===== config.mk =====
export PLATFORM = sky130hd
export DESIGN_NAME = hazard_ctrl
export DESIGN_NICKNAME = d
export VERILOG_FILES = /design/src/rtl/hazard_ctrl.sv
export SDC_FILE = /design/constraint.sdc
export NUM_CORES = 1
export LEC_CHECK = 0
export CORE_MARGIN = 2
export CORE_UTILIZATION = 47
export CTS_CLUSTER_DIAMETER = 100
export DETAILED_ROUTE_END_ITERATION = 12
export HOLD_SLACK_MARGIN = 0.02
export PLACE_DENSITY = 0.85
export REMOVE_ABC_BUFFERS = 1
export SLEW_MARGIN = 20
export SYNTH_ARGS = -nofsm -noshare
export SYNTH_HDL_FRONTEND = slang
export SYNTH_SLANG_ARGS = --single-unit

===== constraint.sdc =====
create_clock -name clk -period 6.76 [get_ports clk]
set_input_delay 1.352 -clock clk [delete_from_list [all_inputs] [get_ports clk]]
set_output_delay 1.352 -clock clk [all_outputs]
set_load 0.005 [all_outputs]

===== src/rtl/hazard_ctrl.sv =====
// Pipeline hazard controller: EX operand forwarding selects, load-use bubble,
// memory-wait and mul/div freezes, and mispredict flush for the in-order pipe.
module hazard_ctrl #(
  parameter int REG_NUM     = 32,
  parameter int STALL_CNT_W = 16,
  localparam int RW         = $clog2(REG_NUM)
) (
  input  logic                   clk,
  input  logic                   rst_n,
  input  logic [RW-1:0]          id_rs1,
  input  logic [RW-1:0]          id_rs2,
  input  logic                   id_rs1_used,
  input  logic                   id_rs2_used,
  input  logic [RW-1:0]          ex_rd,
  input  logic                   ex_wr_reg_en,
  input  logic                   ex_is_load,
  input  logic [RW-1:0]          mm_rd,
  input  logic                   mm_wr_reg_en,
  input  logic                   mm_is_load,
  input  logic                   mm_mem_ready,
  input  logic                   ex_md_start,
  input  logic                   md_done,
  input  logic                   br_mispredict,
  output logic                   pc_stall,
  output logic                   if_id_stall,
  output logic                   if_id_flush,
  output logic                   id_ex_bubble,
  output logic                   ex_hold,
  output logic                   mem_stall,
  output logic [1:0]             ex_rs1_sel,
  output logic [1:0]             ex_rs2_sel,
  output logic [STALL_CNT_W-1:0] stall_count,
  output logic [1:0]             state
);

  typedef enum logic [1:0] {
    RUN      = 2'd0,
    MEM_WAIT = 2'd1,
    MD_BUSY  = 2'd2
  } state_t;

  state_t     state_q, state_nxt;
  logic [1:0] rs1_sel_nxt, rs2_sel_nxt;
  logic       load_use;
  logic       run_rules;

  // EX-stage producer wins over MM; x0 and unused sources never forward.
  function automatic logic [1:0] fwd_sel(
    input logic [RW-1:0] rs,
    input logic          used,
    input logic [RW-1:0] e_rd,
    input logic          e_wr,
    input logic          e_ld,
    input logic [RW-1:0] m_rd,
    input logic          m_wr
  );
    logic [1:0] sel;
    sel = 2'b00;
    if (used && (rs != '0)) begin
      if ((rs == e_rd) && e_wr)      sel = e_ld ? 2'b11 : 2'b10;
      else if ((rs == m_rd) && m_wr) sel = 2'b01;
    end
    return sel;
  endfunction

  always_comb begin
    rs1_sel_nxt = fwd_sel(id_rs1, id_rs1_used, ex_rd, ex_wr_reg_en, ex_is_load,
                          mm_rd, mm_wr_reg_en);
    rs2_sel_nxt = fwd_sel(id_rs2, id_rs2_used, ex_rd, ex_wr_reg_en, ex_is_load,
                          mm_rd, mm_wr_reg_en);
    load_use = ex_is_load && ex_wr_reg_en &&
               ((id_rs1_used && (id_rs1 != '0) && (id_rs1 == ex_rd)) ||
                (id_rs2_used && (id_rs2 != '0) && (id_rs2 == ex_rd)));
  end

  always_comb begin
    state_nxt    = state_q;
    pc_stall     = 1'b0;
    if_id_stall  = 1'b0;
    if_id_flush  = 1'b0;
    id_ex_bubble = 1'b0;
    ex_hold      = 1'b0;
    mem_stall    = 1'b0;
    run_rules    = 1'b0;

    case (state_q)
      RUN: run_rules = 1'b1;
      MEM_WAIT: begin
        if (!mm_mem_ready) begin
          mem_stall   = 1'b1;
          ex_hold     = 1'b1;
          pc_stall    = 1'b1;
          if_id_stall = 1'b1;
        end else begin
          // Released this cycle: a pending mispredict is handled right away.
          run_rules = 1'b1;
        end
      end
      MD_BUSY: begin
        if (!md_done) begin
          pc_stall    = 1'b1;
          if_id_stall = 1'b1;
          ex_hold     = 1'b1;
        end else begin
          state_nxt = RUN;
        end
      end
      default: state_nxt = RUN;
    endcase

    if (run_rules) begin
      state_nxt = RUN;
      if (mm_is_load && !mm_mem_ready) begin
        mem_stall   = 1'b1;
        ex_hold     = 1'b1;
        pc_stall    = 1'b1;
        if_id_stall = 1'b1;
        state_nxt   = MEM_WAIT;
      end else if (ex_md_start) begin
        pc_stall    = 1'b1;
        if_id_stall = 1'b1;
        ex_hold     = 1'b1;
        state_nxt   = MD_BUSY;
      end else if (br_mispredict) begin
        if_id_flush  = 1'b1;
        id_ex_bubble = 1'b1;
      end else if (load_use) begin
        pc_stall     = 1'b1;
        if_id_stall  = 1'b1;
        id_ex_bubble = 1'b1;
      end
    end
  end

  always_ff @(posedge clk or negedge rst_n) begin
    if (!rst_n) begin
      state_q     <= RUN;
      ex_rs1_sel  <= 2'b00;
      ex_rs2_sel  <= 2'b00;
      stall_count <= '0;
    end else begin
      state_q <= state_nxt;
      if (!ex_hold) begin
        ex_rs1_sel <= id_ex_bubble ? 2'b00 : rs1_sel_nxt;
        ex_rs2_sel <= id_ex_bubble ? 2'b00 : rs2_sel_nxt;
      end
      if (pc_stall && (stall_count != '1))
        stall_count <= stall_count + STALL_CNT_W'(1);
    end
  end

  assign state = state_q;

endmodule


==> run metrics, run 1 <==
Routed Antenna Nets 0; Layout Area Growth over Synthesis 42.95%; largest net degree at the start of global routing 23; Total Power 0.4370 mW; fmax 203.0 MHz; DRC Markers 0; drt first pass iters 4; IO Count 60; critical setup path kind in -> out; reg2reg setup slack 4.38 ns; Resized cells post-CTS 0; worst-margin pin slew 0.9655 ns; Rows 20; status completed; setup TNS 0 ns; initial antenna violation count 0; worst setup path end if_id_stall; pwr dens 198.0 nW/um^2; WP data required 5.41 ns; non-filler cells, final 260; layout cell share with drive strength beyond 1 0.1111; Skew-Pair Late Insertion Delay 0.31 ns; DRT Wirelength 3576 um; Syn Area/Cell 9.961 sq um; CP max FO 3; synthesized cell area 1544 sq um; initial DRC count 37; CP Capture Type output pin; RSZ-0062 raised after global routing false; Vias 1,369; FF-to-FF Start state[1]$_DFFE_PN0P_; Setup Viol. Count Final 0; Worst EP arrival 3.57 ns; Yosys Warn Count 0; Clk pin slew, worst setup/hold paths 0.11 ns; commonest non-fill, non-tap cells in the layout clkdlybuf4s50_1 (59), dfrtp_1 (22), xor2_1 (21); DP Cell Count 256; total congestion overflow 0; Reg2Reg Capture Point stall_count[1]$_DFFE_PN0P_; Syn Inst Count 155; maximum clock path buffer count 2; post-route minimum period 4.926 ns; final period utilization 0.7287; Final Hold Viols 0; Clock Skew 0.002379 ns; post-synthesis register bit count 22; Slew HR 0.3543; total leakage power 0.9011 nW; root buffer cell clkbuf_4; Clock Sinks 22; initial core utilization 0.5016; Nets 253; maxcap violations 0; post-DP HPWL 2985 um; crit path from id_rs1[1]; startpoint types primary input; min-delay worst type reg -> reg; CTS Buf Count 3; GP Congestion 0.8811; n_diodes 0; Routed WL per cell 13.75 um; core area 3078 sq um; Post-CTS Setup Bufs 0; Die ar. 3760 sq um; CTS H-tree lvls 1; depth of the worst register-to-register path 7; total track usage 0.2083; Via-to-Cell Ratio 5.265; synth unique cells 36; first-pass GRT wire length 5796 um; sequential-to-total area share from yosys stat 0.3566; Die Wd 61.32 um; vias in the first global route 1,344; VDD IR max 0.00008228 V; final slew viol count 0; PortBufs 59; commonest non-fill, non-tap cell in the layout clkdlybuf4s50_1; CTS tree yes; Hold-fix buffers, CTS 0; Die Ht 61.32 um
worst max-delay path, cell delays in order:
cell             delay [ns]
clkdlybuf4s50_1        0.47
or4_1                  0.55
o21ai_1                0.18
or4_4                  0.18
a21oi_4                0.06
or2_2                  0.30
clkdlybuf4s50_1        0.47
cell families (layout without fill, tap and decap cells):
logic type | Yosys count | in the layout | synth area share
compound gates | 20 | 20 | 0.09563
fa+ha+maj | 4 | 4 | 0.03242
flops | 22 | 22 | 0.3566
buf+inv | 9 | 70 | 0.02918
simple gates | 64 | 64 | 0.2804
xor+xnor | 35 | 35 | 0.1985
mux | 1 | 1 | 0.007293
per-stage QoR:
step | hold slack, ns | setup WS [ns] | utilization | cell area [sq um]
after floorplan | 0.4847 | 2.875 | - | 1525
after global placement | 0.4910 | 1.886 | 0.7053 | 2171
after detailed placement | 0.4987 | 1.811 | 0.7053 | 2171
after CTS | 0.5270 | 1.812 | 0.7171 | 2207
after global routing | 0.5439 | 1.744 | 0.7171 | 2207
final | 0.5199 | 1.834 | 0.7171 | 2207
routing by layer:
layer | GRT usage | vias to the layer above | wire length [um]
met5 | 0 | - | 0
met4 | 0.09627 | 0 | 59
met3 | 0.02101 | 6 | 172
met2 | 0.3936 | 51 | 1919
met1 | 0.2319 | 637 | 1424
li1 | - | 675 | -
Yosys cell counts:
cell type | number | area share
and2_1 | 1 | 0.0041
nand4_1 | 4 | 0.016
inv_1 | 7 | 0.017
o21ai_0 | 5 | 0.016
nand4_4 | 1 | 0.014
ha_1 | 4 | 0.032
nand3_2 | 2 | 0.013
o32ai_1 | 1 | 0.0057
nor2b_1 | 5 | 0.020
xor2_1 | 21 | 0.12
nor3_1 | 2 | 0.0065
or3_1 | 1 | 0.0041
nand3_1 | 8 | 0.026
buf_6 | 1 | 0.0073
o21ai_1 | 2 | 0.0065
o21ai_4 | 1 | 0.011
nor2_2 | 1 | 0.0041
a22o_1 | 4 | 0.023
nor4_2 | 4 | 0.032
and3_1 | 1 | 0.0041
or4_1 | 2 | 0.0097
a21oi_4 | 1 | 0.011
nand2_1 | 11 | 0.027
buf_4 | 1 | 0.0049
a21oi_1 | 3 | 0.0097
dfrtp_1 | 22 | 0.36
nor2_1 | 6 | 0.015
or2_2 | 1 | 0.0041
nor4_1 | 5 | 0.020
mux2_1 | 1 | 0.0073
or4_4 | 3 | 0.022
nor3_2 | 6 | 0.039
a22oi_1 | 1 | 0.0049
o21a_1 | 1 | 0.0049
xnor2_1 | 14 | 0.079
o22ai_1 | 1 | 0.0041
final cells by class:
cell class | count | area (sq um)
well taps | 44 | 55.05
flip-flops and latches | 22 | 550.5
clock buffers | 4 | 36.28
repair buffers | 59 | 590.6
fillers | 250 | 870.8
multi-input cells | 124 | 948.4
inverters | 7 | 26.28
how the worst min path moves through the flow:
stage | from | to | slack [ns] | depth (start not counted)
floorplan | stall_count[15]$_DFFE_PN0P_ | stall_count[15]$_DFFE_PN0P_ | 0.48 | 1
global placement | ex_rs1_sel[0]$_DFFE_PN0N_ | ex_rs1_sel[0]$_DFFE_PN0N_ | 0.49 | 1
detailed placement | ex_rs1_sel[0]$_DFFE_PN0N_ | ex_rs1_sel[0]$_DFFE_PN0N_ | 0.50 | 1
CTS | stall_count[14]$_DFFE_PN0P_ | stall_count[14]$_DFFE_PN0P_ | 0.53 | 1
global route | stall_count[15]$_DFFE_PN0P_ | stall_count[15]$_DFFE_PN0P_ | 0.54 | 1
finish | ex_rs1_sel[0]$_DFFE_PN0N_ | ex_rs1_sel[0]$_DFFE_PN0N_ | 0.52 | 1
report_power, final:
part,total [mW],internal [mW],switching [mW]
Combinational,0.179,0.100,0.0792
Sequential,0.187,0.154,0.0330
Clock,0.0707,0.0329,0.0378
state kept, by name, summed over array words and instances, names as in the netlist:
signal / flops
state: 2
ex_rs2_sel: 2
stall_count: 16
ex_rs1_sel: 2
Note: power is estimated with default switching activity, not from simulation.
==> run 2, diff against run 1 <==
CORE_UTILIZATION = 44   (was 47)
PLACE_DENSITY = 0.81   (was 0.85)
clock period = 4.6 ns   (was 6.76 ns; I/O delays follow)
==> run 2 against run 1 <==
- first-iteration DRC count rose by 81%
- register-to-register slack got worse by 2.1 ns
- clock-buffer cell count fell by 1
- sequential cell count unchanged
- critical path depth unchanged
- die area rose by 6.4%
- via count increased by 1.9%
- clock power grew 110%
- non-clock buffer count did not move
==> run metrics, run 2 (synthesized netlist as in run 1, its figures left out) <==
status completed; Clk pwr share 0.215; pwr dens 312.1 nW/um^2; CP max FO 3; Top delay family on crit path buffers and inverters; final slew viol count 0; initial core utilization 0.4591; reg2reg setup slack 2.24 ns; Slew HR 0.6042; Clk pin slew, worst setup/hold paths 0.12 ns; n_diodes 0; initial antenna violation count 0; GP Congestion 0.8662; Routed WL per cell 13.96 um; Resized cells post-CTS 0; Routed Antenna Nets 0; commonest non-fill, non-tap cell in the layout clkdlybuf4s50_1; largest net degree at the start of global routing 23; critical path's slowest cell or4_4; Reg with most FFs stall_count; Final Hold Viols 0; Post-CTS Setup Bufs 0; CTS tree yes; initial DRC count 67; Rows 21; depth of the worst register-to-register path 7; min-delay worst type reg -> reg; CP Cell Sequence clkdlybuf4s50_1 -> or4_1 -> o21ai_1 -> or4_4 -> a21oi_1 -> o21a_1 -> clkdlybuf4s50_1; Worst EP arrival 3.13 ns; vias in the first global route 1,433; total congestion overflow 0; Worst path depth 7; Clock Skew 0.006440 ns; VDD IR max 0.0002002 V; DRC Markers 0; worst setup path end id_ex_bubble; Crit path largest cell delay 0.57 ns; PortBufs 59; Hold-fix buffers, CTS 0; post-route minimum period 4.051 ns; Largest register FFs 16; post-DP HPWL 2974 um; Die Ht 63.24 um; WP data required 3.68 ns; switching part of the total 0.3331; startpoint types primary input; Skew-Pair Late Insertion Delay 0.31 ns; CTS H-tree lvls 1; worst-margin pin slew 0.5882 ns; core area 3363 sq um; Setup Viol. Count Final 0; RSZ-0062 raised after global routing false; first-pass GRT wire length 6251 um; Clock Sinks 22; most frequent CP cell clkdlybuf4s50_1; total track usage 0.1945; combinational cell fraction of total power 0.386; Vias 1,395; hold_ws 0.5126 ns; setup TNS 0 ns; commonest non-fill, non-tap cells in the layout clkdlybuf4s50_1 (58), dfrtp_1 (22), xor2_1 (21); Nets 253; crit path from id_rs1[3]; fmax 246.9 MHz; Die Wd 63.24 um; final period utilization 0.8806; total leakage power 0.9081 nW; Layout Area Growth over Synthesis 43.84%; FF-to-FF Start state[1]$_DFFE_PN0P_; internal power 0.4623 mW; Via-to-Cell Ratio 5.324; IO Count 60; drt first pass iters 4; CTS Buf Count 3; Worst Slack Setup Final 0.5492 ns; layout cell share with drive strength beyond 1 0.1157; Die ar. 3999 sq um; Buffers & Inverters on Critical Path 2; maxcap violations 0; sequential share of power 0.399; DRT Wirelength 3658 um; DP Cell Count 258; Placement Setup Slack 0.5796 ns; Total Power 0.6931 mW; switching power 0.2308 mW; CP Capture Type output pin; maximum clock path buffer count 2; root buffer cell clkbuf_4; non-filler cells, final 262; critical setup path kind in -> out; Reg2Reg Capture Point stall_count[1]$_DFFE_PN0P_
## run 2: cell count changes in the layout (fill, tap and decap cells not counted)
cell	previous run	this run
buf_2	0	1
bufinv_16	0	1
clkbuf_8	1	0
clkdlybuf4s50_1	59	58
## run 2: final cells by class
class | instances | area (sq um)
clock buffers | 3 | 22.52
clock inverters | 1 | 30.03
fillers | 286 | 1142
inverters | 7 | 26.28
multi-input cells | 124 | 948.4
flip-flops and latches | 22 | 550.5
well taps | 46 | 57.56
repair buffers | 59 | 585.6
## run 2: through the flow
step / util / instance area [sq um]
after CTS: 0.6618 / 2226
after global routing: 0.6603 / 2221
after global placement: 0.6462 / 2173
after detailed placement: 0.6462 / 2173
after floorplan: - / 1525
final: 0.6603 / 2221
## run 2: worst min-delay path by stage
| stage | from | to | slack [ns] | depth (start not counted) |
|---|---|---|---|---|
| 3_5_place_dp | ex_rs2_sel[1]$_DFFE_PN0N_ | ex_rs2_sel[1]$_DFFE_PN0N_ | 0.49 | 1 |
| 3_3_place_gp | stall_count[15]$_DFFE_PN0P_ | stall_count[15]$_DFFE_PN0P_ | 0.50 | 1 |
| 4_1_cts | stall_count[15]$_DFFE_PN0P_ | stall_count[15]$_DFFE_PN0P_ | 0.52 | 1 |
| 6_report | stall_count[15]$_DFFE_PN0P_ | stall_count[15]$_DFFE_PN0P_ | 0.51 | 1 |
| 5_1_grt | stall_count[15]$_DFFE_PN0P_ | stall_count[15]$_DFFE_PN0P_ | 0.55 | 1 |
| 2_1_floorplan | stall_count[15]$_DFFE_PN0P_ | stall_count[15]$_DFFE_PN0P_ | 0.48 | 1 |
## run 2: power by group through the flow
stage | Clock (mW) | Combinational, mW | Sequential, mW
2_1_floorplan | 0 | 0.121 | 0.274
3_3_place_gp | 0 | 0.259 | 0.276
3_5_place_dp | 0 | 0.269 | 0.281
4_1_cts | 0.154 | 0.270 | 0.277
5_1_grt | 0.159 | 0.290 | 0.283
6_report | 0.149 | 0.267 | 0.277
## run 2: layer usage
layer  GRT usage  vias up  routed length (um)
li1            -      671                   -
met1      0.2302      651                1489
met2      0.3457       64                1865
met3     0.03214        9                 219
met4     0.08424        0                  83
met5           0        -                   0
==> run 3, diff against run 2 <==
RECOVER_POWER = 50   (was unset)
==> run 3 against run 2 <==
- clock-buffer cell count unchanged
- combinational power down 2%
- via count decreased by 0.36%
==> run metrics, run 3 (synthesized netlist as in run 1, its figures left out) <==
status completed; Resized cells post-CTS 0; Top delay family on crit path buffers and inverters; critical setup path kind in -> out; Largest register FFs 16; Post-DP Area 2173 sq um; n_diodes 0; root buffer cell clkbuf_4; multi-input logic area 948.4 sq um; worst-margin pin slew 1.158 ns; total leakage power 0.9319 nW; first-pass GRT wire length 6251 um; final period utilization 0.8806; Post-CTS Setup Bufs 0; Filler cells 287; initial DRC count 65; critical path's slowest cell or4_4; Clock Sinks 22; post-DP HPWL 2974 um; final slew viol count 0; Reg with most FFs stall_count; Hold-fix buffers, CTS 0; most frequent CP cell clkdlybuf4s50_1; commonest non-fill, non-tap cell in the layout clkdlybuf4s50_1; Nets 253; Routed WL per cell 13.90 um; largest net degree at the start of global routing 23; core area 3363 sq um; CP Capture Type output pin; Skew-Pair Late Insertion Delay 0.31 ns; CTS Buf Count 3; Via-to-Cell Ratio 5.305; CTS tree yes; WP data required 3.68 ns; Placement Setup Slack 0.5796 ns; IO Count 60; Rows 21; pwr dens 309.7 nW/um^2; DRC Markers 0; initial core utilization 0.4591; commonest non-fill, non-tap cells in the layout clkdlybuf4s50_1 (45), dfrtp_1 (22), xor2_1 (21); register area 550.5 sq um; startpoint types primary input; Routed Antenna Nets 0; PortBufs 59; Clock Skew 0.007403 ns; Vias 1,390; total congestion overflow 0; CTS H-tree lvls 1; Die Ht 63.24 um; VDD IR max 0.0001983 V; fmax 246.9 MHz; Worst Slack Setup Final 0.5492 ns; drt first pass iters 4; Die ar. 3999 sq um; layout cell share with drive strength beyond 1 0.1111; total track usage 0.1945; Worst EP arrival 3.13 ns; hold_ws 0.5079 ns; setup TNS 0 ns; maximum clock path buffer count 2; RSZ-0062 raised after global routing false; Setup Viol. Count Final 0; GP Congestion 0.8662; post-route minimum period 4.051 ns; post-route cell area 2220 sq um; Total Power 0.6873 mW; non-filler cells, final 262; final core occ 0.6600; min-delay worst type reg -> reg; Die Wd 63.24 um; initial antenna violation count 0; Buffers & Inverters on Critical Path 2; vias in the first global route 1,433; DP Cell Count 258; DRT Wirelength 3642 um; CP max FO 3; Slew HR 0.2279; Crit path largest cell delay 0.57 ns; Layout Area Growth over Synthesis 43.76%; maxcap violations 0; CP Cell Sequence clkdlybuf4s50_1 -> or4_1 -> o21ai_1 -> or4_4 -> a21oi_1 -> o21a_1 -> clkdlybuf4s50_1; Final Hold Viols 0; Clk pin slew, worst setup/hold paths 0.12 ns
## run 3: final timing paths
kind	slack, ns	start	depth (start not counted)	endpoint
min	0.51	stall_count[15]$_DFFE_PN0P_	1	stall_count[15]$_DFFE_PN0P_
min in group asynchronous	0.80	rst_n	1	stall_count[12]$_DFFE_PN0P_
min reg2reg	0.51	stall_count[15]$_DFFE_PN0P_	1	stall_count[15]$_DFFE_PN0P_
max reg2reg	2.25	state[1]$_DFFE_PN0P_	7	stall_count[1]$_DFFE_PN0P_
max in group asynchronous	3.11	rst_n	1	ex_rs1_sel[0]$_DFFE_PN0N_
max	0.55	id_rs1[3]	7	id_ex_bubble
## run 3: worst reg2reg max path, stage by stage, from the launching register on
cell	delay, ns
dfrtp_1	0.38
inv_1	0.08
ha_1	0.26
nor2b_1	0.18
o21ai_0	0.20
nand3_2	0.24
o21ai_4	0.55
mux2_1	0.37
## run 3: where the power goes
part | switching (mW) | internal [mW] | total [mW]
logic | 0.120 | 0.142 | 0.262
clock network | 0.0612 | 0.0881 | 0.149
registers | 0.0497 | 0.226 | 0.276
total | 0.230 | 0.457 | 0.687
## run 3: area by class of cell
| class | instances | share of cell area |
|---|---|---|
| clock buffers | 3 | 0.01015 |
| well taps | 46 | 0.02593 |
| multi-input cells | 124 | 0.4273 |
| inverters | 7 | 0.01184 |
| clock inverters | 1 | 0.01353 |
| flip-flops and latches | 22 | 0.2480 |
| repair buffers | 59 | 0.2632 |
## run 3: per-layer routing
layer,share of wire,up-vias,wire [um],track usage
li1,-,671,-,-
met1,0.41,648,1488,0.2302
met2,0.51,62,1859,0.3457
met3,0.058,9,211,0.03214
met4,0.023,0,83,0.08424
met5,0,-,0,0
